`src/rtl/vco_band_cal_pkg.sv`:
```
// Shared types and defaults for the VCO coarse-band calibrator.
// Holds the FSM state encoding, default parameters and a helper.
package vco_band_cal_pkg;

  typedef enum logic [2:0] {
    IDLE,
    SETTLE,
    MEASURE,
    DECIDE,
    VERIFY,
    DONE
  } state_t;

  localparam int TUNE_W_DEF     = 5;
  localparam int CNT_W_DEF      = 16;
  localparam int WIN_CYC_DEF    = 256;
  localparam int SETTLE_CYC_DEF = 16;
  localparam int TOL_DEF        = 4;

  localparam logic [TUNE_W_DEF-1:0] TUNE_MID = 5'b10000;

  function automatic int unsigned abs_diff(
    input int unsigned a,
    input int unsigned b
  );
    return (a > b) ? (a - b) : (b - a);
  endfunction

endpackage

```
`src/rtl/vco_band_cal_sync_edge_det.sv`:
```
// Two-flop synchronizer plus rising-edge pulse for async inputs.
// One registered pulse per input rising edge, 3 clocks latency.
module sync_edge_det (
  input  logic clk,
  input  logic rst_n,
  input  logic level,
  output logic pulse
);

  logic [2:0] sh;

  always_ff @(posedge clk or negedge rst_n) begin
    if (!rst_n) begin
      sh    <= '0;
      pulse <= 1'b0;
    end else begin
      sh    <= {sh[1:0], level};
      pulse <= sh[1] & ~sh[2];
    end
  end

endmodule

```
`src/rtl/vco_band_cal.sv`:
```
// SAR coarse-band calibration of the CDR VCO tune code.
// Define VCO_BAND_CAL_VERIFY_EN to add a final tolerance check pass.
module vco_band_cal
  import vco_band_cal_pkg::*;
#(
  parameter int TUNE_W     = TUNE_W_DEF,
  parameter int CNT_W      = CNT_W_DEF,
  parameter int WIN_CYC    = WIN_CYC_DEF,
  parameter int SETTLE_CYC = SETTLE_CYC_DEF,
  parameter int TOL        = TOL_DEF
) (
  input  logic              refclk,
  input  logic              rst_n,
  input  logic              start,
  input  logic              vco_div,
  input  logic [CNT_W-1:0]  target_cnt,
  output logic [TUNE_W-1:0] tune,
  output logic              busy,
  output logic              done,
  output logic [CNT_W-1:0]  meas_cnt,
  output logic              cal_err
);

  localparam int TMAX =
    (WIN_CYC > SETTLE_CYC) ? WIN_CYC : SETTLE_CYC;
  localparam int TMR_W = (TMAX > 2) ? $clog2(TMAX) : 1;
  localparam int KW = (TUNE_W > 1) ? $clog2(TUNE_W) : 1;
  localparam logic [TUNE_W-1:0] MID =
    (TUNE_W == TUNE_W_DEF) ? TUNE_W'(TUNE_MID)
                           : (TUNE_W'(1) << (TUNE_W - 1));
  localparam logic [CNT_W-1:0] CNT_MAX = '1;

  state_t            state;
  logic [TMR_W-1:0]  tmr;
  logic [CNT_W-1:0]  edge_cnt;
  logic [KW-1:0]     bit_idx;
  logic [TUNE_W-1:0] dec_tune;
  logic              edge_pulse;

`ifdef VCO_BAND_CAL_VERIFY_EN
  logic vpass;
  logic err_q;
  assign cal_err = err_q;
`else
  assign cal_err = 1'b0;
`endif

  sync_edge_det u_sync (
    .clk   (refclk),
    .rst_n (rst_n),
    .level (vco_div),
    .pulse (edge_pulse)
  );

  // Too fast clears the bit under test; next lower bit is trialled.
  always_comb begin
    dec_tune = tune;
    if (edge_cnt > target_cnt)
      dec_tune[bit_idx] = 1'b0;
    if (bit_idx != '0)
      dec_tune[bit_idx - 1'b1] = 1'b1;
  end

  always_ff @(posedge refclk or negedge rst_n) begin
    if (!rst_n) begin
      state    <= IDLE;
      tune     <= MID;
      busy     <= 1'b0;
      done     <= 1'b0;
      meas_cnt <= '0;
      tmr      <= '0;
      edge_cnt <= '0;
      bit_idx  <= '0;
`ifdef VCO_BAND_CAL_VERIFY_EN
      vpass    <= 1'b0;
      err_q    <= 1'b0;
`endif
    end else begin
      unique case (state)
        IDLE, DONE: begin
          if (start) begin
            tune    <= MID;
            bit_idx <= KW'(TUNE_W - 1);
            busy    <= 1'b1;
            done    <= 1'b0;
            tmr     <= '0;
            state   <= SETTLE;
`ifdef VCO_BAND_CAL_VERIFY_EN
            vpass   <= 1'b0;
            err_q   <= 1'b0;
`endif
          end else if (state == DONE) begin
            busy <= 1'b0;
            done <= 1'b1;
          end
        end
        SETTLE: begin
          if (tmr == TMR_W'(SETTLE_CYC - 1)) begin
            tmr      <= '0;
            edge_cnt <= '0;
            state    <= MEASURE;
          end else begin
            tmr <= tmr + 1'b1;
          end
        end
        MEASURE: begin
          if (edge_pulse && edge_cnt != CNT_MAX)
            edge_cnt <= edge_cnt + 1'b1;
          if (tmr == TMR_W'(WIN_CYC - 1)) begin
            tmr   <= '0;
            state <= DECIDE;
`ifdef VCO_BAND_CAL_VERIFY_EN
            if (vpass)
              state <= VERIFY;
`endif
          end else begin
            tmr <= tmr + 1'b1;
          end
        end
        DECIDE: begin
          meas_cnt <= edge_cnt;
          tune     <= dec_tune;
          if (bit_idx != '0) begin
            bit_idx <= bit_idx - 1'b1;
            state   <= SETTLE;
          end else begin
`ifdef VCO_BAND_CAL_VERIFY_EN
            vpass <= 1'b1;
            state <= SETTLE;
`else
            state <= DONE;
`endif
          end
        end
        VERIFY: begin
`ifdef VCO_BAND_CAL_VERIFY_EN
          meas_cnt <= edge_cnt;
          err_q    <= abs_diff(32'(edge_cnt), 32'(target_cnt))
                      > int unsigned'(TOL);
          state    <= DONE;
`else
          state    <= IDLE;
`endif
        end
        default: state <= IDLE;
      endcase
    end
  end

endmodule
```
`config.mk`:
```
export PLATFORM = sky130hd
export DESIGN_NAME = vco_band_cal
export DESIGN_NICKNAME = d
export VERILOG_FILES = /design/src/rtl/vco_band_cal_pkg.sv /design/src/rtl/vco_band_cal_sync_edge_det.sv /design/src/rtl/vco_band_cal.sv
export SDC_FILE = /design/constraint.sdc
export NUM_CORES = 1
export LEC_CHECK = 0
export CAP_MARGIN = 40
export CORE_MARGIN = 4
export CORE_UTILIZATION = 55
export DETAILED_ROUTE_END_ITERATION = 10
export GPL_TIMING_DRIVEN = 0
export HOLD_SLACK_MARGIN = 0.12
export PLACE_DENSITY = 0.88
export SYNTH_ARGS = -nofsm -noshare
export SYNTH_HDL_FRONTEND = slang
export SYNTH_HIERARCHICAL = 1
export SYNTH_SLANG_ARGS = --single-unit
export TNS_END_PERCENT = 50
```
`constraint.sdc`:
```
create_clock -name refclk -period 2.4 [get_ports refclk]
set_input_delay 0.72 -clock refclk [delete_from_list [all_inputs] [get_ports refclk]]
set_output_delay 0.72 -clock refclk [all_outputs]
set_load 0.005 [all_outputs]
```
======== After elaboration in Yosys (flattened, before gate mapping) ========
Cells that the tools add are included.
storage, ports and cells
  register bits after elaboration ......... 57
  input bits .............................. 20
  output and inout port bits .............. 24
  logic and storage cells ................. 78
cells by class
  add/sub/neg operators ................... 3
  $lt $le $gt $ge ......................... 5
  equal/unequal tests ..................... 12
  multiplexer cells ....................... 27
  bitwise operators ....................... 5
  reductions and logical operators ........ 16
operator list
  kind                                                                                 count
  16-bit 2-to-1 mux                                                                    2
  16-bit case mux with 2 select lines                                                  1
  8-bit 2-to-1 mux                                                                     3
  8-bit case mux with 3 select lines                                                   1
  3-bit 2-to-1 mux                                                                     6
  16-bit by 1-bit adder with 16-bit output, second input constant                      1
  16-bit greater-than comparator                                                       1
  16-bit != test, second input constant                                                1
  5-bit 2-to-1 mux                                                                     3
  3-bit case mux with 4 select lines                                                   1
  2-bit != test, second input constant                                                 5
  5-bit case mux with 2 select lines                                                   1
  3-bit AND reduction                                                                  3
  8-bit by 1-bit adder with 8-bit output, second input constant                        1
  8-bit by 4-bit equality test with 1-bit output, second input constant                1
  8-bit equality test, second input constant                                           1
  3-bit by 4-bit < comparator with 1-bit output, second input constant                 2
  1-bit demux with 3-bit select                                                        2
  3-bit by 2-bit equality test with 1-bit output, second input constant                2
  3-bit by 1-bit greater-or-equal comparator with 1-bit output, second input constant  2
  1-bit 2-to-1 mux                                                                     6
  3-bit case mux with 2 select lines                                                   1
  2-bit AND reduction                                                                  3
  2-bit nonzero test                                                                   3
  other kinds (12)                                                                     15

======== Longest topological paths before layout ========
  depth after elaboration ................. 10
  depth in mapped cells ................... 9
  mapped depth without buffers ............ 8

======== Hierarchy ========
The synthesis kept the hierarchy.
modules (own cells, without submodules)
  module         instances  cells each  area an instance (sq um)  seq. area each (sq um)
  vco_band_cal   1          359         3164.3                    1327.5
  sync_edge_det  1          5           113.9                     100.1

======== Worst setup path after synthesis ========
OpenSTA, ideal clock, no wires.
  kind .................................... input port to flip-flop
  start ................................... input port target_cnt[1]
  end ..................................... register tune[3]
  library setup time ...................... 0.065 ns
  data arrival time ....................... 2.251 ns
  required time ........................... 2.335 ns
  slack ................................... 0.084 ns
  stages on the path ...................... 8
  buffers on the path ..................... 0
  cells stage by stage .................... inv_1 -> ha_1 -> nor2b_1 -> o211ai_2 -> a2111oi_1 -> or4_4 -> a41oi_1 -> o22a_1
on the way
  word-level cells in the longest chain between the ends .. 5
ends and longest elaborated chain
  element                               line                 text
  start: declaration                    vco_band_cal.sv:16   input logic [CNT_W-1:0] target_cnt,
  16-bit greater-than comparator *      vco_band_cal.sv:58   if (edge_cnt > target_cnt)
  5-bit 2-to-1 mux *                    vco_band_cal.sv:58
  5-bit bitwise OR (no source line)     -
  5-bit 2-to-1 mux *                    vco_band_cal.sv:60   if (bit_idx != '0)
  5-bit case mux with 2 select lines *  vco_band_cal.sv:79   unique case (state)
  end signal: assignment                vco_band_cal.sv:122  tune <= dec_tune;
  end: declaration                      vco_band_cal.sv:17   output logic [TUNE_W-1:0] tune,
Every way passes the cells marked *; elsewhere a longest branch is shown, timed or not.
A chain may end at the register's enable or synchronous reset.

======== Worst setup path in the final report ========
Ends and elaborated chain as after synthesis.

==> run_results.csv <==
group,metric,value,unit
critical_path,crit_path_cell_trace,"dlygate4sd2_1 -> inv_2 -> ha_4 -> nor2b_1 -> o211ai_4 -> a2111oi_4 -> or4_4 -> a41oi_2 -> o22a_1",
yosys,share_of_flip_flops_with_an_asynchronous_set_or_reset_after_synthesis,100.0,%
yosys,synth_compound_gate_area_share,14.62,%
placement,dp_hpwl,5532,µm
power_and_ir_drop,power_frac_comb,20.3,%
worst_hold_path,holdCritPathClass,"register to register",
sta,timing.final.max_slew_violations,0,
critical_path,setup.reg_to_reg.worst_slack,0.17,ns
critical_path,critPathRequiredTime,2.67,ns
clocking,clock_input_transition_at_the_sequential_cells_of_the_worst_setup_and_hold_paths,0.06,ns
yosys,synth-xor-area-share,2.137,%
layout,multiInputGateArea,1926,µm²
floorplanning,row_count,27,
floorplanning,die_y,85.20,µm
critical_path,worstRegToRegCells,7,
sta,achievable-frequency,424.5,MHz
detailed_routing,avgRoutedWirePerCell,17.92,µm
critical_path,crit-reg2reg-launch,"edge_cnt[1]",
power_and_ir_drop,intPower,1.566,mW
sta,finalCritPeriodShare,98.16,%
layout,fin_nets,462,
global_route,maximum_number_of_pins_on_one_net_before_global_route_repair,35,
detailed_routing,wl,8944,µm
sta,whs,0.3655,ns
yosys,post_synth_main_area_contributors,"sky130_fd_sc_hd__dfrtp_1 43%, sky130_fd_sc_hd__nand2_1 8.0%, sky130_fd_sc_hd__ha_1 7.6%",
power_and_ir_drop,power.share.switching,29.90,%
sta,worst_slack,0.04427,ns
layout,final_core_utilization,75.76,%
floorplanning,ioPinCount,44,
layout,final_layout_size_suffix_gt1_share,18.50,%
yosys,synth-seq-cells,57,
power_and_ir_drop,clock_share_of_power,33.1,%
power_and_ir_drop,power.net_switching,0.6677,mW
yosys,syn-cell-area,3278,µm²
power_and_ir_drop,power.density_cell_area,522.5,nW/µm²
critical_path,critPathMaxFanout,5,
layout,instances_no_fill,499,
clocking,cts.path.max_buffers,2,
yosys,post_synth_mux_area_share,0.6107,%
placement,portBuffers,42,
outcome,run_status,"completed",
global_route,globalRouteOverflowTotal,0,
yosys,synth_top_flop_cell,"sky130_fd_sc_hd__dfrtp_1",
yosys,synth_fa_ha_area_share,7.634,%
critical_path,critPathBufInv,2,
yosys,post-synth-top-count-cell,"sky130_fd_sc_hd__nand2_1",
global_route,grt_pass1_vias,2987,
worst_hold_path,hold_path_depth,0,
placement,post-place-cells,479,
sta,worst_pin_slew,0.7869,ns
critical_path,reg_to_reg_critical_path_endpoint,"tune[3]",
sta,maxSlewHeadroom,47.54,%
yosys,share_of_synthesized_area_occupied_by_flip_flops_and_latches,43.55,%
clocking,numCtsBuffers,9,
job,maxCapViolCount,0,
sta,clock_skew,0.01361,ns
power_and_ir_drop,peakVddDrop,443.5,µV
yosys,ys_warn_count,6,
floorplanning,initial_utilization,58.11,%
layout,flow.area_growth_from_synthesis,30.38,%
worst_hold_path,min-delay-start,"u_sync/sh[0]",
yosys,synth_top_area_cell,"sky130_fd_sc_hd__dfrtp_1",
clocking,h_tree_depth_reported_by_cts,3,
critical_path,worst_path_dominant_cell_family,"simple AND/OR/NAND/NOR gates",
clocking,clock_latency,0.34,ns
sta,setup_viol_count_final,0,
placement,finalWeightedCongestion,0.8313,
power_and_ir_drop,leakagePower,2.018,nW
clocking,clock_sinks,57,
yosys,synth.cells.most_frequent,"70 x sky130_fd_sc_hd__nand2_1, 56 x sky130_fd_sc_hd__dfrtp_1, 27 x sky130_fd_sc_hd__nor2_1",
detailed_routing,avgViaCountPerCell,5.960,
worst_hold_path,worst_hold_path.endpoint,"u_sync/sh[1]",
sta,timing.final.hold_violations,0,
critical_path,worst-setup-path-type,"input port to register",
critical_path,nature_of_the_critical_path_endpoint,"register",
detailed_routing,remaining_drc_errors,0,
yosys,syn-instance-count,364,
yosys,simple_gate_portion_of_the_synthesized_area,25.92,%
detailed_routing,route.vias.total,2974,
critical_path,critPathMaxStageDelay,0.62,ns
clocking,ctsHoldBuffers,0,
yosys,synthDominantCellAreaShare,42.75,%
yosys,post_synth_num_cell_types,63,
detailed_routing,drt-initial-drc-count,249,
floorplanning,fp.coreArea,5642,µm²
yosys,synth_top_family_by_area,"simple AND/OR/NAND/NOR gates",
clocking,tritoncts_clock_tree,"done",
sta,min_period,2.356,ns
power_and_ir_drop,seq_power_share,46.7,%
critical_path,worst_setup_path_start_kind,"input port",
placement,dpl_worst_slack,-0.5091,ns
critical_path,worst_ep_arrival_time,2.63,ns
global_route,groute.usage.overall,24.19,%
layout,area_of_all_sequential_standard_cells,1428,µm²
detailed_routing,postRouteAntennaNets,0,
critical_path,timing.critical_path.from,"target_cnt[1]",
yosys,synth_enable_flop_cells,0,
floorplanning,die_outline_area,7259,µm²
yosys,syn-mean-instance-area,9.006,µm²
yosys,postSynthNetCount,404,
detailed_routing,detailedRoute.firstPassIterationCount,5,
critical_path,slowest_stage,"sky130_fd_sc_hd__or4_4",
global_route,global_route_wire_length_before_repair,13980,µm
global_route,antenna_violations_before_repair,0,
layout,n_antenna_cell,0,
floorplanning,fp.dieW,85.20,µm
clocking,ctsRootBufferMaster,"sky130_fd_sc_hd__clkbuf_8",
layout,total_of_fill_cells_in_the_finished_design,365,
-- power by group through the flow --
| stage | sequential (mW) | clock, mW | combinational [mW] |
|---|---|---|---|
| 3_5_place_dp | 1.05 | 0 | 0.410 |
| 5_1_grt | 1.05 | 0.801 | 0.500 |
| 2_1_floorplan | 1.05 | 0 | 0.290 |
| 4_1_cts | 1.04 | 0.738 | 0.426 |
| 6_report | 1.04 | 0.739 | 0.453 |
| 3_3_place_gp | 1.05 | 0 | 0.388 |
-- per-stage QoR --
step	instance area (µm²)	power, mW	setup TNS (ns)
after floorplan	3278	1.336	0
after global placement	3789	1.438	-65.99
after detailed placement	3811	1.463	-2.258
after CTS	4099	2.201	0
after global routing	4274	2.349	-0.02995
final	4274	2.233	0
-- worst reg2reg max path, delay by kind of cell (launching register included) --
family / cells / cell delay [ns]
flops: 1 / 0.47
fa+ha+maj: 1 / 0.28
simple gates: 2 / 0.78
compound gates: 4 / 0.65
-- area by class of cell --
type | instances | area share (%)
plain buffers | 12 | 1.874
clock buffers | 15 | 3.425
clock inverters | 1 | 0.1171
inverters | 26 | 2.283
multi-input cells | 269 | 45.05
flip-flops and latches | 57 | 33.40
well taps | 72 | 2.108
repair buffers | 47 | 11.74
-- layer usage --
layer,vias up,wire length [µm],GRT usage [%]
li1,1380,-,-
met1,1458,3597,29.73
met2,112,4621,41.60
met3,24,454,4.175
met4,0,270,10.50
met5,-,0,0
-- sequential cells by signal, indices dropped and copies added, names as in the netlist --
name	flops
edge_cnt	16
meas_cnt	16
tmr	8
tune	5
bit_idx	3
state	3
u_sync/sh	3
busy	1
done	1
u_sync/pulse	1
-- worst max path at each step --
stage | to | cells past startpoint
after global placement | tune[1] | 1
after floorplan | tune[3] | 8
final | tune[3] | 9
after detailed placement | tune[3] | 9
after CTS | tune[0] | 8
after global routing | tune[4] | 7
-- repair_timing --
action / CTS / global route
gates resized for setup: 21 / 35
pin swaps: 18 / 12
setup buffers: 2 / 2
setup endpoints to repair: 5 / 5
-- logic make-up after synthesis --
group / Yosys count
AND/OR/NAND/NOR: 163
AO/OA/AOI/OAI: 75
flip-flops: 57
buffers and inverters: 38
adder cells (fa/ha/maj): 20
XOR/XNOR: 8
multiplexers: 2
other: 1
-- layout by cell type, fill, tap and decap left out, types with 6 or more instances in the layout --
cell,Yosys,routed
sky130_fd_sc_hd__nand2_1,70,70
sky130_fd_sc_hd__dfrtp_1,56,56
sky130_fd_sc_hd__nor2_1,27,26
sky130_fd_sc_hd__clkdlybuf4s50_1,0,25
sky130_fd_sc_hd__o21ai_1,17,17
sky130_fd_sc_hd__nand3_1,16,15
sky130_fd_sc_hd__o21ai_0,14,14
sky130_fd_sc_hd__inv_2,0,13
sky130_fd_sc_hd__inv_1,26,13
sky130_fd_sc_hd__a21oi_1,14,13
sky130_fd_sc_hd__ha_4,0,13
sky130_fd_sc_hd__dlymetal6s2s_1,0,12
sky130_fd_sc_hd__clkbuf_1,4,10
sky130_fd_sc_hd__clkbuf_8,0,9
sky130_fd_sc_hd__nand4_1,8,8
sky130_fd_sc_hd__buf_4,3,6
sky130_fd_sc_hd__ha_1,20,6
Note: power is estimated with default switching activity, not from simulation.
